[src/rtl/vjtag_uart_bridge_if.sv]
// Host-bus and Virtual JTAG signal bundle for the VJTAG UART bridge.
// The master side is the host/hub; the slave side is the bridge.
interface vjtag_uart_bridge_if #(
    parameter int W     = 8,
    parameter int DEPTH = 64
) ();
    localparam int CW = $clog2(DEPTH + 1);

    logic          nwr_i;
    logic [W-1:0]  data_i;
    logic          rd_i;
    logic [W-1:0]  data_o;
    logic          txmt;
    logic          txfl;
    logic          rxmt;
    logic          rxfl;
    logic [CW-1:0] tx_count;
    logic [CW-1:0] rx_count;
    logic          rx_ovf;

    logic          vj_tck_i;
    logic          vj_tdi_i;
    logic [1:0]    vj_ir_i;
    logic          vj_cdr_i;
    logic          vj_sdr_i;
    logic          vj_udr_i;
    logic          vj_uir_i;
    logic [1:0]    vj_ir_o;
    logic          vj_tdo_o;

    modport master (
        output nwr_i, data_i, rd_i,
        output vj_tck_i, vj_tdi_i, vj_ir_i, vj_cdr_i, vj_sdr_i, vj_udr_i, vj_uir_i,
        input  data_o, txmt, txfl, rxmt, rxfl, tx_count, rx_count, rx_ovf,
        input  vj_ir_o, vj_tdo_o
    );

    modport slave (
        input  nwr_i, data_i, rd_i,
        input  vj_tck_i, vj_tdi_i, vj_ir_i, vj_cdr_i, vj_sdr_i, vj_udr_i, vj_uir_i,
        output data_o, txmt, txfl, rxmt, rxfl, tx_count, rx_count, rx_ovf,
        output vj_ir_o, vj_tdo_o
    );
endinterface

[src/rtl/vjtag_uart_bridge.sv]
// Virtual JTAG <-> CoPro bus bridge: TX/RX FIFOs on clk_i, VJTAG inputs
// synchronised and TCK rising edges detected, so nothing runs on TCK.

// Word FIFO with registered fill count and empty/full flags.
module vjtag_uart_bridge_fifo #(
    parameter int W     = 8,
    parameter int DEPTH = 64,
    parameter int CW    = $clog2(DEPTH + 1)
) (
    input  logic          clk_i,
    input  logic          nreset_i,
    input  logic          push_i,
    input  logic          pop_i,
    input  logic [W-1:0]  wdata_i,
    output logic [W-1:0]  head_o,
    output logic [CW-1:0] count_o,
    output logic          empty_o,
    output logic          full_o
);
    localparam int AW = $clog2(DEPTH);

    logic [W-1:0]  mem_q [DEPTH];
    logic [AW-1:0] wptr_q, rptr_q;
    logic [CW-1:0] count_q, count_d;
    logic          empty_q, full_q;
    logic          do_push, do_pop;

    // Gating uses the registered flags, so a push into a full FIFO is
    // refused even if a pop happens in the same cycle.
    assign do_push = push_i & ~full_q;
    assign do_pop  = pop_i & ~empty_q;

    always_comb begin
        count_d = count_q;
        if (do_push && !do_pop)
            count_d = count_q + CW'(1);
        else if (do_pop && !do_push)
            count_d = count_q - CW'(1);
    end

    always_ff @(posedge clk_i or negedge nreset_i) begin
        if (!nreset_i) begin
            wptr_q  <= '0;
            rptr_q  <= '0;
            count_q <= '0;
            empty_q <= 1'b1;
            full_q  <= 1'b0;
        end else begin
            if (do_push) wptr_q <= wptr_q + AW'(1);
            if (do_pop)  rptr_q <= rptr_q + AW'(1);
            count_q <= count_d;
            empty_q <= (count_d == '0);
            full_q  <= (count_d == CW'(DEPTH));
        end
    end

    always_ff @(posedge clk_i) begin
        if (do_push) mem_q[wptr_q] <= wdata_i;
    end

    assign head_o  = mem_q[rptr_q];
    assign count_o = count_q;
    assign empty_o = empty_q;
    assign full_o  = full_q;
endmodule

module vjtag_uart_bridge #(
    parameter int W     = 8,
    parameter int DEPTH = 64
) (
    input logic               clk_i,
    input logic               nreset_i,
    vjtag_uart_bridge_if.slave bus
);
    localparam int CW  = $clog2(DEPTH + 1);
    localparam int STW = 5 + 2 * CW;
    localparam int S   = (W + 1 > STW) ? W + 1 : STW;

    typedef enum logic [1:0] {
        IR_TX     = 2'b00,
        IR_RX     = 2'b01,
        IR_STATUS = 2'b10,
        IR_BYPASS = 2'b11
    } ir_e;

    // {tck, tdi, ir[1:0], cdr, sdr, udr, uir}
    logic [7:0]    vj_raw, vj_s1_q, vj_s2_q;
    logic          tck_prev_q;
    logic          tck_s, tdi_s, cdr_s, sdr_s, udr_s, uir_s, tck_rise;
    logic [1:0]    ir_s;

    ir_e           ir_q, ir_d;
    logic [S-1:0]  sr_q, sr_d;
    logic          byp_q, byp_d;
    logic          ovf_q, ovf_d;
    logic          tdo_q, tdo_d;
    logic [W-1:0]  dout_q;

    logic          tx_pop, tx_empty, tx_full;
    logic          rx_push, rx_pop, rx_empty, rx_full;
    logic [W-1:0]  tx_head, rx_head;
    logic [CW-1:0] tx_count, rx_count;

    assign vj_raw = {bus.vj_tck_i, bus.vj_tdi_i, bus.vj_ir_i, bus.vj_cdr_i,
                     bus.vj_sdr_i, bus.vj_udr_i, bus.vj_uir_i};
    assign {tck_s, tdi_s, ir_s, cdr_s, sdr_s, udr_s, uir_s} = vj_s2_q;
    assign tck_rise = tck_s & ~tck_prev_q;

    vjtag_uart_bridge_fifo #(.W(W), .DEPTH(DEPTH), .CW(CW)) u_tx (
        .clk_i, .nreset_i,
        .push_i (~bus.nwr_i),
        .pop_i  (tx_pop),
        .wdata_i(bus.data_i),
        .head_o (tx_head),
        .count_o(tx_count),
        .empty_o(tx_empty),
        .full_o (tx_full)
    );

    assign rx_pop = bus.rd_i & ~rx_empty;

    vjtag_uart_bridge_fifo #(.W(W), .DEPTH(DEPTH), .CW(CW)) u_rx (
        .clk_i, .nreset_i,
        .push_i (rx_push),
        .pop_i  (rx_pop),
        .wdata_i(sr_q[W-1:0]),
        .head_o (rx_head),
        .count_o(rx_count),
        .empty_o(rx_empty),
        .full_o (rx_full)
    );

    always_comb begin
        ir_d    = ir_q;
        sr_d    = sr_q;
        byp_d   = byp_q;
        ovf_d   = ovf_q;
        tx_pop  = 1'b0;
        rx_push = 1'b0;
        if (tck_rise) begin
            if (uir_s)
                ir_d = ir_e'(ir_s);
            if (cdr_s && ir_q == IR_TX) begin
                sr_d = '0;
                if (!tx_empty) begin
                    tx_pop     = 1'b1;
                    sr_d[W:0]  = {1'b1, tx_head};
                end
            end
            if (cdr_s && ir_q == IR_STATUS) begin
                sr_d            = '0;
                sr_d[STW-1:0]   = {rx_count, tx_count, ovf_q, rx_full, rx_empty, tx_full, tx_empty};
                ovf_d           = 1'b0;
            end
            if (sdr_s) begin
                if (ir_q == IR_BYPASS) byp_d = tdi_s;
                else                   sr_d  = {tdi_s, sr_q[S-1:1]};
            end
            // Evaluated after the status clear so a same-cycle overflow sticks.
            if (udr_s && ir_q == IR_RX && sr_q[W]) begin
                if (rx_full) ovf_d   = 1'b1;
                else         rx_push = 1'b1;
            end
        end
        tdo_d = (ir_q == IR_BYPASS) ? byp_q : sr_q[0];
    end

    always_ff @(posedge clk_i or negedge nreset_i) begin
        if (!nreset_i) begin
            vj_s1_q    <= '0;
            vj_s2_q    <= '0;
            tck_prev_q <= 1'b0;
            ir_q       <= IR_BYPASS;
            sr_q       <= '0;
            byp_q      <= 1'b0;
            ovf_q      <= 1'b0;
            tdo_q      <= 1'b0;
            dout_q     <= '0;
        end else begin
            vj_s1_q    <= vj_raw;
            vj_s2_q    <= vj_s1_q;
            tck_prev_q <= tck_s;
            ir_q       <= ir_d;
            sr_q       <= sr_d;
            byp_q      <= byp_d;
            ovf_q      <= ovf_d;
            tdo_q      <= tdo_d;
            if (rx_pop) dout_q <= rx_head;
        end
    end

    assign bus.data_o   = dout_q;
    assign bus.txmt     = tx_empty;
    assign bus.txfl     = tx_full;
    assign bus.rxmt     = rx_empty;
    assign bus.rxfl     = rx_full;
    assign bus.tx_count = tx_count;
    assign bus.rx_count = rx_count;
    assign bus.rx_ovf   = ovf_q;
    assign bus.vj_ir_o  = bus.vj_ir_i;
    assign bus.vj_tdo_o = tdo_q;
endmodule

[src/flat_wrapper.sv]
// flat-port wrapper written by rule: the top's interface ports become plain ports
module vjtag_uart_bridge_flat 
#(
    parameter int W     = 8,
    parameter int DEPTH = 64
)
  (clk_i, nreset_i, bus_nwr_i, bus_data_i, bus_rd_i, bus_vj_tck_i, bus_vj_tdi_i, bus_vj_ir_i, bus_vj_cdr_i, bus_vj_sdr_i, bus_vj_udr_i, bus_vj_uir_i, bus_data_o, bus_txmt, bus_txfl, bus_rxmt, bus_rxfl, bus_tx_count, bus_rx_count, bus_rx_ovf, bus_vj_ir_o, bus_vj_tdo_o);
  vjtag_uart_bridge_if #(.W(W), .DEPTH(DEPTH)) bus_i ();
  input logic clk_i;
  input logic nreset_i;
  input wire logic [$bits(bus_i.nwr_i)-1:0] bus_nwr_i;
  input wire logic [$bits(bus_i.data_i)-1:0] bus_data_i;
  input wire logic [$bits(bus_i.rd_i)-1:0] bus_rd_i;
  input wire logic [$bits(bus_i.vj_tck_i)-1:0] bus_vj_tck_i;
  input wire logic [$bits(bus_i.vj_tdi_i)-1:0] bus_vj_tdi_i;
  input wire logic [$bits(bus_i.vj_ir_i)-1:0] bus_vj_ir_i;
  input wire logic [$bits(bus_i.vj_cdr_i)-1:0] bus_vj_cdr_i;
  input wire logic [$bits(bus_i.vj_sdr_i)-1:0] bus_vj_sdr_i;
  input wire logic [$bits(bus_i.vj_udr_i)-1:0] bus_vj_udr_i;
  input wire logic [$bits(bus_i.vj_uir_i)-1:0] bus_vj_uir_i;
  output wire logic [$bits(bus_i.data_o)-1:0] bus_data_o;
  output wire logic [$bits(bus_i.txmt)-1:0] bus_txmt;
  output wire logic [$bits(bus_i.txfl)-1:0] bus_txfl;
  output wire logic [$bits(bus_i.rxmt)-1:0] bus_rxmt;
  output wire logic [$bits(bus_i.rxfl)-1:0] bus_rxfl;
  output wire logic [$bits(bus_i.tx_count)-1:0] bus_tx_count;
  output wire logic [$bits(bus_i.rx_count)-1:0] bus_rx_count;
  output wire logic [$bits(bus_i.rx_ovf)-1:0] bus_rx_ovf;
  output wire logic [$bits(bus_i.vj_ir_o)-1:0] bus_vj_ir_o;
  output wire logic [$bits(bus_i.vj_tdo_o)-1:0] bus_vj_tdo_o;
  assign bus_i.nwr_i = bus_nwr_i;
  assign bus_i.data_i = bus_data_i;
  assign bus_i.rd_i = bus_rd_i;
  assign bus_i.vj_tck_i = bus_vj_tck_i;
  assign bus_i.vj_tdi_i = bus_vj_tdi_i;
  assign bus_i.vj_ir_i = bus_vj_ir_i;
  assign bus_i.vj_cdr_i = bus_vj_cdr_i;
  assign bus_i.vj_sdr_i = bus_vj_sdr_i;
  assign bus_i.vj_udr_i = bus_vj_udr_i;
  assign bus_i.vj_uir_i = bus_vj_uir_i;
  assign bus_data_o = bus_i.data_o;
  assign bus_txmt = bus_i.txmt;
  assign bus_txfl = bus_i.txfl;
  assign bus_rxmt = bus_i.rxmt;
  assign bus_rxfl = bus_i.rxfl;
  assign bus_tx_count = bus_i.tx_count;
  assign bus_rx_count = bus_i.rx_count;
  assign bus_rx_ovf = bus_i.rx_ovf;
  assign bus_vj_ir_o = bus_i.vj_ir_o;
  assign bus_vj_tdo_o = bus_i.vj_tdo_o;
  vjtag_uart_bridge #(.W(W), .DEPTH(DEPTH)) u_core (.clk_i(clk_i), .nreset_i(nreset_i), .bus(bus_i));
endmodule
[config.mk]
export PLATFORM = sky130hd
export DESIGN_NAME = vjtag_uart_bridge_flat
export DESIGN_NICKNAME = d
export VERILOG_FILES = /design/src/rtl/vjtag_uart_bridge_if.sv /design/src/rtl/vjtag_uart_bridge.sv /design/src/flat_wrapper.sv
export SDC_FILE = /design/constraint.sdc
export NUM_CORES = 1
export LEC_CHECK = 0
export ABC_AREA = 1
export BUFFER_PORTS_ARGS = -buffer_cell sky130_fd_sc_hd__buf_2
export CAP_MARGIN = 5
export CORE_MARGIN = 2
export CORE_UTILIZATION = 23
export CTS_CLUSTER_SIZE = 20
export DETAILED_ROUTE_END_ITERATION = 7
export SYNTH_ARGS = -nofsm -noshare
export SYNTH_HDL_FRONTEND = slang
export SYNTH_SLANG_ARGS = --single-unit
[constraint.sdc]
create_clock -name clk_i -period 5.7 [get_ports clk_i]
set_input_delay 0.285 -clock clk_i [delete_from_list [all_inputs] [get_ports clk_i]]
set_output_delay 0.285 -clock clk_i [all_outputs]
set_load 0.02 [all_outputs]
==> impl_results.html <==
<table>
<tr><th>Metric</th><th>Value</th></tr>
<tr><th colspan="2">Clock network</th></tr>
<tr><td>Total clock buffers created by CTS</td><td>108</td></tr>
<tr><td>Cells resized by post-CTS repair</td><td>0</td></tr>
<tr><td>Clock latency on the worst-skew pair</td><td>0.74 ns</td></tr>
<tr><td>Clock tree from TritonCTS</td><td>yes</td></tr>
<tr><td>Clock Sinks</td><td>1115</td></tr>
<tr><td>Maximum number of buffers from clock root to sink</td><td>3</td></tr>
<tr><td>Number of buffers inserted by post-CTS setup repair</td><td>0</td></tr>
<tr><td>Clk root buf</td><td>sky130_fd_sc_hd__clkbuf_16</td></tr>
<tr><td>Maximum level of the CTS H-tree</td><td>3</td></tr>
<tr><td>Clock slew seen by the registers of the worst setup and hold paths</td><td>0.07 ns</td></tr>
<tr><td>Quantity of hold-fixing buffers added after cts</td><td>9</td></tr>
<tr><th colspan="2">Global routing</th></tr>
<tr><td>Met1 usage</td><td>15.8%</td></tr>
<tr><td>Most used routing layer</td><td>met2</td></tr>
<tr><td>Overflow left after global routing</td><td>0</td></tr>
<tr><td>Initial antenna violation count</td><td>1</td></tr>
<tr><td>Global-route wire length before repair</td><td>189000 um</td></tr>
<tr><td>Met3 routing resource usage after global routing</td><td>2.08%</td></tr>
<tr><td>Overall Global Routing Usage</td><td>11.9%</td></tr>
<tr><td>Pin count of the biggest net entering global routing</td><td>156</td></tr>
<tr><td>Met2 capacity usage during global routing</td><td>19.7%</td></tr>
<tr><td>Via count of the first global-routing pass</td><td>29500</td></tr>
<tr><th colspan="2">Synth</th></tr>
<tr><td>Net count of the mapped netlist</td><td>4207</td></tr>
<tr><td>Top area cells in the synthesized netlist</td><td>sky130_fd_sc_hd__edfxtp_1, sky130_fd_sc_hd__nand2_1, sky130_fd_sc_hd__dfrtp_1</td></tr>
<tr><td>Fraction of synthesized cell area taken by the top area cell type</td><td>65.8%</td></tr>
<tr><td>Post-synthesis average cell area</td><td>11.2 um^2</td></tr>
<tr><td>Sequential-to-total area share from yosys stat</td><td>70.7%</td></tr>
<tr><td>Ys Warns</td><td>0</td></tr>
<tr><td>Top post-synthesis cells by count</td><td>sky130_fd_sc_hd__nand2_1, sky130_fd_sc_hd__edfxtp_1, sky130_fd_sc_hd__nor2_1, sky130_fd_sc_hd__nand3_1, sky130_fd_sc_hd__inv_1</td></tr>
<tr><td>Flip-flop cell with the highest count after synthesis</td><td>sky130_fd_sc_hd__edfxtp_1</td></tr>
<tr><td>Cells after Synth</td><td>4179</td></tr>
<tr><td>Number of enable-type register cells in the synthesized netlist</td><td>1024</td></tr>
<tr><td>Proportion of register bits with asynchronous set or reset after synthesis</td><td>8.16%</td></tr>
<tr><td>Seq cells post-synth</td><td>1115</td></tr>
<tr><td>Synth cell types</td><td>46</td></tr>
<tr><td>Largest area contributor in the netlist</td><td>sky130_fd_sc_hd__edfxtp_1</td></tr>
<tr><td>Most frequently used cell type in the post-synthesis netlist</td><td>sky130_fd_sc_hd__nand2_1</td></tr>
<tr><td>Combined area of all synthesized cells</td><td>46800 um^2</td></tr>
<tr><th colspan="2">Run</th></tr>
<tr><td>Max-cap viol count</td><td>0</td></tr>
<tr><th colspan="2">Power</th></tr>
<tr><td>Leakage Power</td><td>19.3 nW</td></tr>
<tr><td>Pwr per Cell Area</td><td>466 nW/um^2</td></tr>
<tr><td>Peak supply drop</td><td>0.314 mV</td></tr>
<tr><th colspan="2">STA</th></tr>
<tr><td>Maximum clock frequency</td><td>296 MHz</td></tr>
<tr><td>Pins over their slew limit</td><td>0</td></tr>
<tr><td>Final hold violations</td><td>0</td></tr>
<tr><td>Final setup viols</td><td>0</td></tr>
<tr><td>Summed negative setup slack over all endpoints</td><td>0 ns</td></tr>
<tr><td>Final period demand of the worst path</td><td>3.38 ns</td></tr>
<tr><td>Slew at the pin closest to its max-slew limit</td><td>1.16 ns</td></tr>
<tr><td>Max transition margin</td><td>22.9%</td></tr>
<tr><td>Final cycle utilization of the critical path</td><td>59.3%</td></tr>
<tr><td>Setup repair after global routing missed its margin</td><td>false</td></tr>
<tr><td>Worst setup skew after layout</td><td>0.0296 ns</td></tr>
<tr><th colspan="2">Finish</th></tr>
<tr><td>Area taken by multi-input logic gates</td><td>11600 um^2</td></tr>
<tr><td>Count of filler cells inserted in the layout</td><td>20800</td></tr>
<tr><td>Nets</td><td>4201</td></tr>
<tr><td>Number of diodes</td><td>0</td></tr>
<tr><td>Reg area</td><td>33100 um^2</td></tr>
<tr><td>Post-Layout Inst Area</td><td>53400 um^2</td></tr>
<tr><td>Share of final-layout standard cells stronger than drive strength 1</td><td>7.08%</td></tr>
<tr><td>Area added between synthesis and finish</td><td>14.2%</td></tr>
<tr><th colspan="2">Die</th></tr>
<tr><td>Area enclosed by the die boundary</td><td>207000 um^2</td></tr>
<tr><td>FP Rows</td><td>165</td></tr>
<tr><td>Ports</td><td>50</td></tr>
<tr><td>Area of the placeable core</td><td>202000 um^2</td></tr>
<tr><td>Chip Height</td><td>455 um</td></tr>
<tr><td>Initial core utilization</td><td>23.1%</td></tr>
<tr><td>Die width</td><td>455 um</td></tr>
<tr><th colspan="2">Critical path</th></tr>
<tr><td>Critical path data required time</td><td>6.36 ns</td></tr>
<tr><td>Data arrival at the endpoint of the critical path</td><td>4.04 ns</td></tr>
<tr><td>Startpoint class of the critical path</td><td>register</td></tr>
<tr><td>Worst setup EP type</td><td>register</td></tr>
<tr><td>CP max FO</td><td>74</td></tr>
<tr><td>WS Path Type</td><td>register to register</td></tr>
<tr><th colspan="2">Worst hold path</th></tr>
<tr><td>Worst Hold Class</td><td>input pin to register</td></tr>
<tr><th colspan="2">Route</th></tr>
<tr><td>Via count normalized by instance count</td><td>4.40</td></tr>
<tr><td>DRT antenna net count</td><td>0</td></tr>
<tr><td>Drt drc</td><td>0</td></tr>
<tr><td>DRC violation total after the first TritonRoute iteration</td><td>3494</td></tr>
<tr><td>First-pass DRT Iterations</td><td>6</td></tr>
<tr><td>Via count</td><td>30500</td></tr>
<tr><td>DR WL/cell</td><td>18.1 um</td></tr>
<tr><td>Total Routed Length</td><td>126000 um</td></tr>
<tr><th colspan="2">Place</th></tr>
<tr><td>HPWL after detailed placement</td><td>74500 um</td></tr>
<tr><td>GP Congestion</td><td>0.852</td></tr>
<tr><td>Port buffer count</td><td>49</td></tr>
<tr><td>Area of placed instances</td><td>49600 um^2</td></tr>
<tr><th colspan="2">Outcome</th></tr>
<tr><td>Run status</td><td>finished, final reports clean</td></tr>
</table>
-- state kept, by name (all words and copies together), names as in the netlist, 7 cells and up --
name,flops
u_core.bus.data_o,8
u_core.sr_q,19
u_core.u_rx.count_o,7
u_core.u_rx.mem_q,512
u_core.u_tx.count_o,7
u_core.u_tx.mem_q,512
u_core.vj_s1_q,8
u_core.vj_s2_q,8
-- power breakdown --
part	total, mW	internal, mW	switching, mW
clock network	7.44	4.23	3.21
logic	7.37	1.95	5.42
registers	10.1	9.57	0.498
total	24.9	15.8	9.13
-- worst max-delay path: stages, from the launching register on --
cell and delay (ns):
sky130_fd_sc_hd__dfrtp_4 0.74, sky130_fd_sc_hd__clkinv_2 0.22, sky130_fd_sc_hd__buf_4 0.47, sky130_fd_sc_hd__buf_4 0.68
sky130_fd_sc_hd__nand3_1 0.15, sky130_fd_sc_hd__nand2_1 0.09, sky130_fd_sc_hd__nand2_1 0.07, sky130_fd_sc_hd__nand2_1 0.08
sky130_fd_sc_hd__nor2_1 0.08, sky130_fd_sc_hd__nand2_1 0.07, sky130_fd_sc_hd__nand3_1 0.10, sky130_fd_sc_hd__nand2_1 0.10
sky130_fd_sc_hd__nand2_1 0.06, sky130_fd_sc_hd__nand2_1 0.10, sky130_fd_sc_hd__nand2_1 0.06, sky130_fd_sc_hd__nand2_1 0.05
-- placed cells by master, fill, tap and decap left out, types with 3 or more instances in the layout --
cell                            netlist  final
sky130_fd_sc_hd__ha_1                 8      8
sky130_fd_sc_hd__buf_12               1      4
sky130_fd_sc_hd__clkbuf_8             0      7
sky130_fd_sc_hd__nand3_1            278    278
sky130_fd_sc_hd__o21ai_1             61     61
sky130_fd_sc_hd__inv_1              253    252
sky130_fd_sc_hd__a21oi_1            121    121
sky130_fd_sc_hd__a21boi_1             5      5
sky130_fd_sc_hd__a221oi_1            18     18
sky130_fd_sc_hd__nand4_1              4      4
sky130_fd_sc_hd__dfrtp_4              0      3
sky130_fd_sc_hd__nor2_1             534    534
sky130_fd_sc_hd__buf_4               26     42
sky130_fd_sc_hd__dlygate4sd3_1        0      9
sky130_fd_sc_hd__o22ai_1             65     65
sky130_fd_sc_hd__dfrtp_1             87     75
sky130_fd_sc_hd__o211ai_1             3      3
sky130_fd_sc_hd__clkinv_2             0     15
sky130_fd_sc_hd__bufinv_16            0     12
sky130_fd_sc_hd__nor2_4               3      3
sky130_fd_sc_hd__clkinv_1             6     31
sky130_fd_sc_hd__xor2_1              33     33
sky130_fd_sc_hd__dfrtp_2              0      9
sky130_fd_sc_hd__a21boi_0            27     27
sky130_fd_sc_hd__o21ai_0            248    248
sky130_fd_sc_hd__mux2i_1             32     32
sky130_fd_sc_hd__or2_1                6      6
sky130_fd_sc_hd__nand2_2              4      5
sky130_fd_sc_hd__clkinvlp_4           0      6
sky130_fd_sc_hd__buf_2               85     48
sky130_fd_sc_hd__clkbuf_16            0    112
sky130_fd_sc_hd__nor3_1              14     13
sky130_fd_sc_hd__edfxtp_1          1024   1024
sky130_fd_sc_hd__clkinv_8             0      5
sky130_fd_sc_hd__clkbuf_1            68     16
sky130_fd_sc_hd__inv_2               10      8
sky130_fd_sc_hd__dfstp_2              4      4
sky130_fd_sc_hd__nand2_1           1095   1093
-- through the flow --
step	power, mW	setup WS, ns	util [%]	hold slack [ns]	cells
2_1_floorplan	15.1	3.31	-	-0.0106	4179
3_3_place_gp	17.6	2.35	24.6	0.339	6726
3_5_place_dp	17.6	2.37	24.6	0.336	6726
4_1_cts	25.0	2.35	26.4	0.0246	6937
5_1_grt	26.2	2.13	26.4	0.0559	6937
6_report	24.9	2.32	26.4	0.0679	6937
-- worst paths after layout --
kind / startpoint / end / slack (ns) / cells past startpoint
worst max register to register: u_core.u_tx.rptr_q[1] / u_core.sr_q[0] / 2.32 / 15
worst min register to register: u_core.vj_s1_q[3] / u_core.vj_s2_q[3] / 0.35 / 0
worst max-delay path: u_core.u_tx.rptr_q[1] / u_core.sr_q[0] / 2.32 / 15
min in group asynchronous: nreset_i / u_core.u_tx.wptr_q[5] / 0.24 / 2
max in group asynchronous: nreset_i / u_core.ir_q[0] / 4.36 / 3
worst min-delay path: bus_rd_i / u_core.bus.data_o[6] / 0.07 / 5
-- logic make-up (layout without fill, tap and decap cells) --
logic type	after synthesis	in the layout	share of synthesized area, %
adder cells (fa/ha/maj)	8	8	0.214
XOR/XNOR	34	34	0.637
buffers and inverters	489	575	4.63
AO/OA/AOI/OAI	555	555	6.49
AND/OR/NAND/NOR	1946	1946	16.7
multiplexers	32	32	0.685
flip-flops	1115	1115	70.7
-- routing by layer --
metal	wire, um	vias to the layer above
met5	0	-
met4	3660	0
met3	8440	213
li1	-	14300
met2	60300	1109
met1	53500	15000
-- area by class of cell --
class,count,area share [%]
clock buffer,136,5.55
clock inverter,66,1.32
inverter,270,1.92
multi-input combinational,2575,21.7
sequential,1115,61.9
tap,2672,6.26
timing repair buffer,103,1.36
Power figures use the tool's default switching activity.
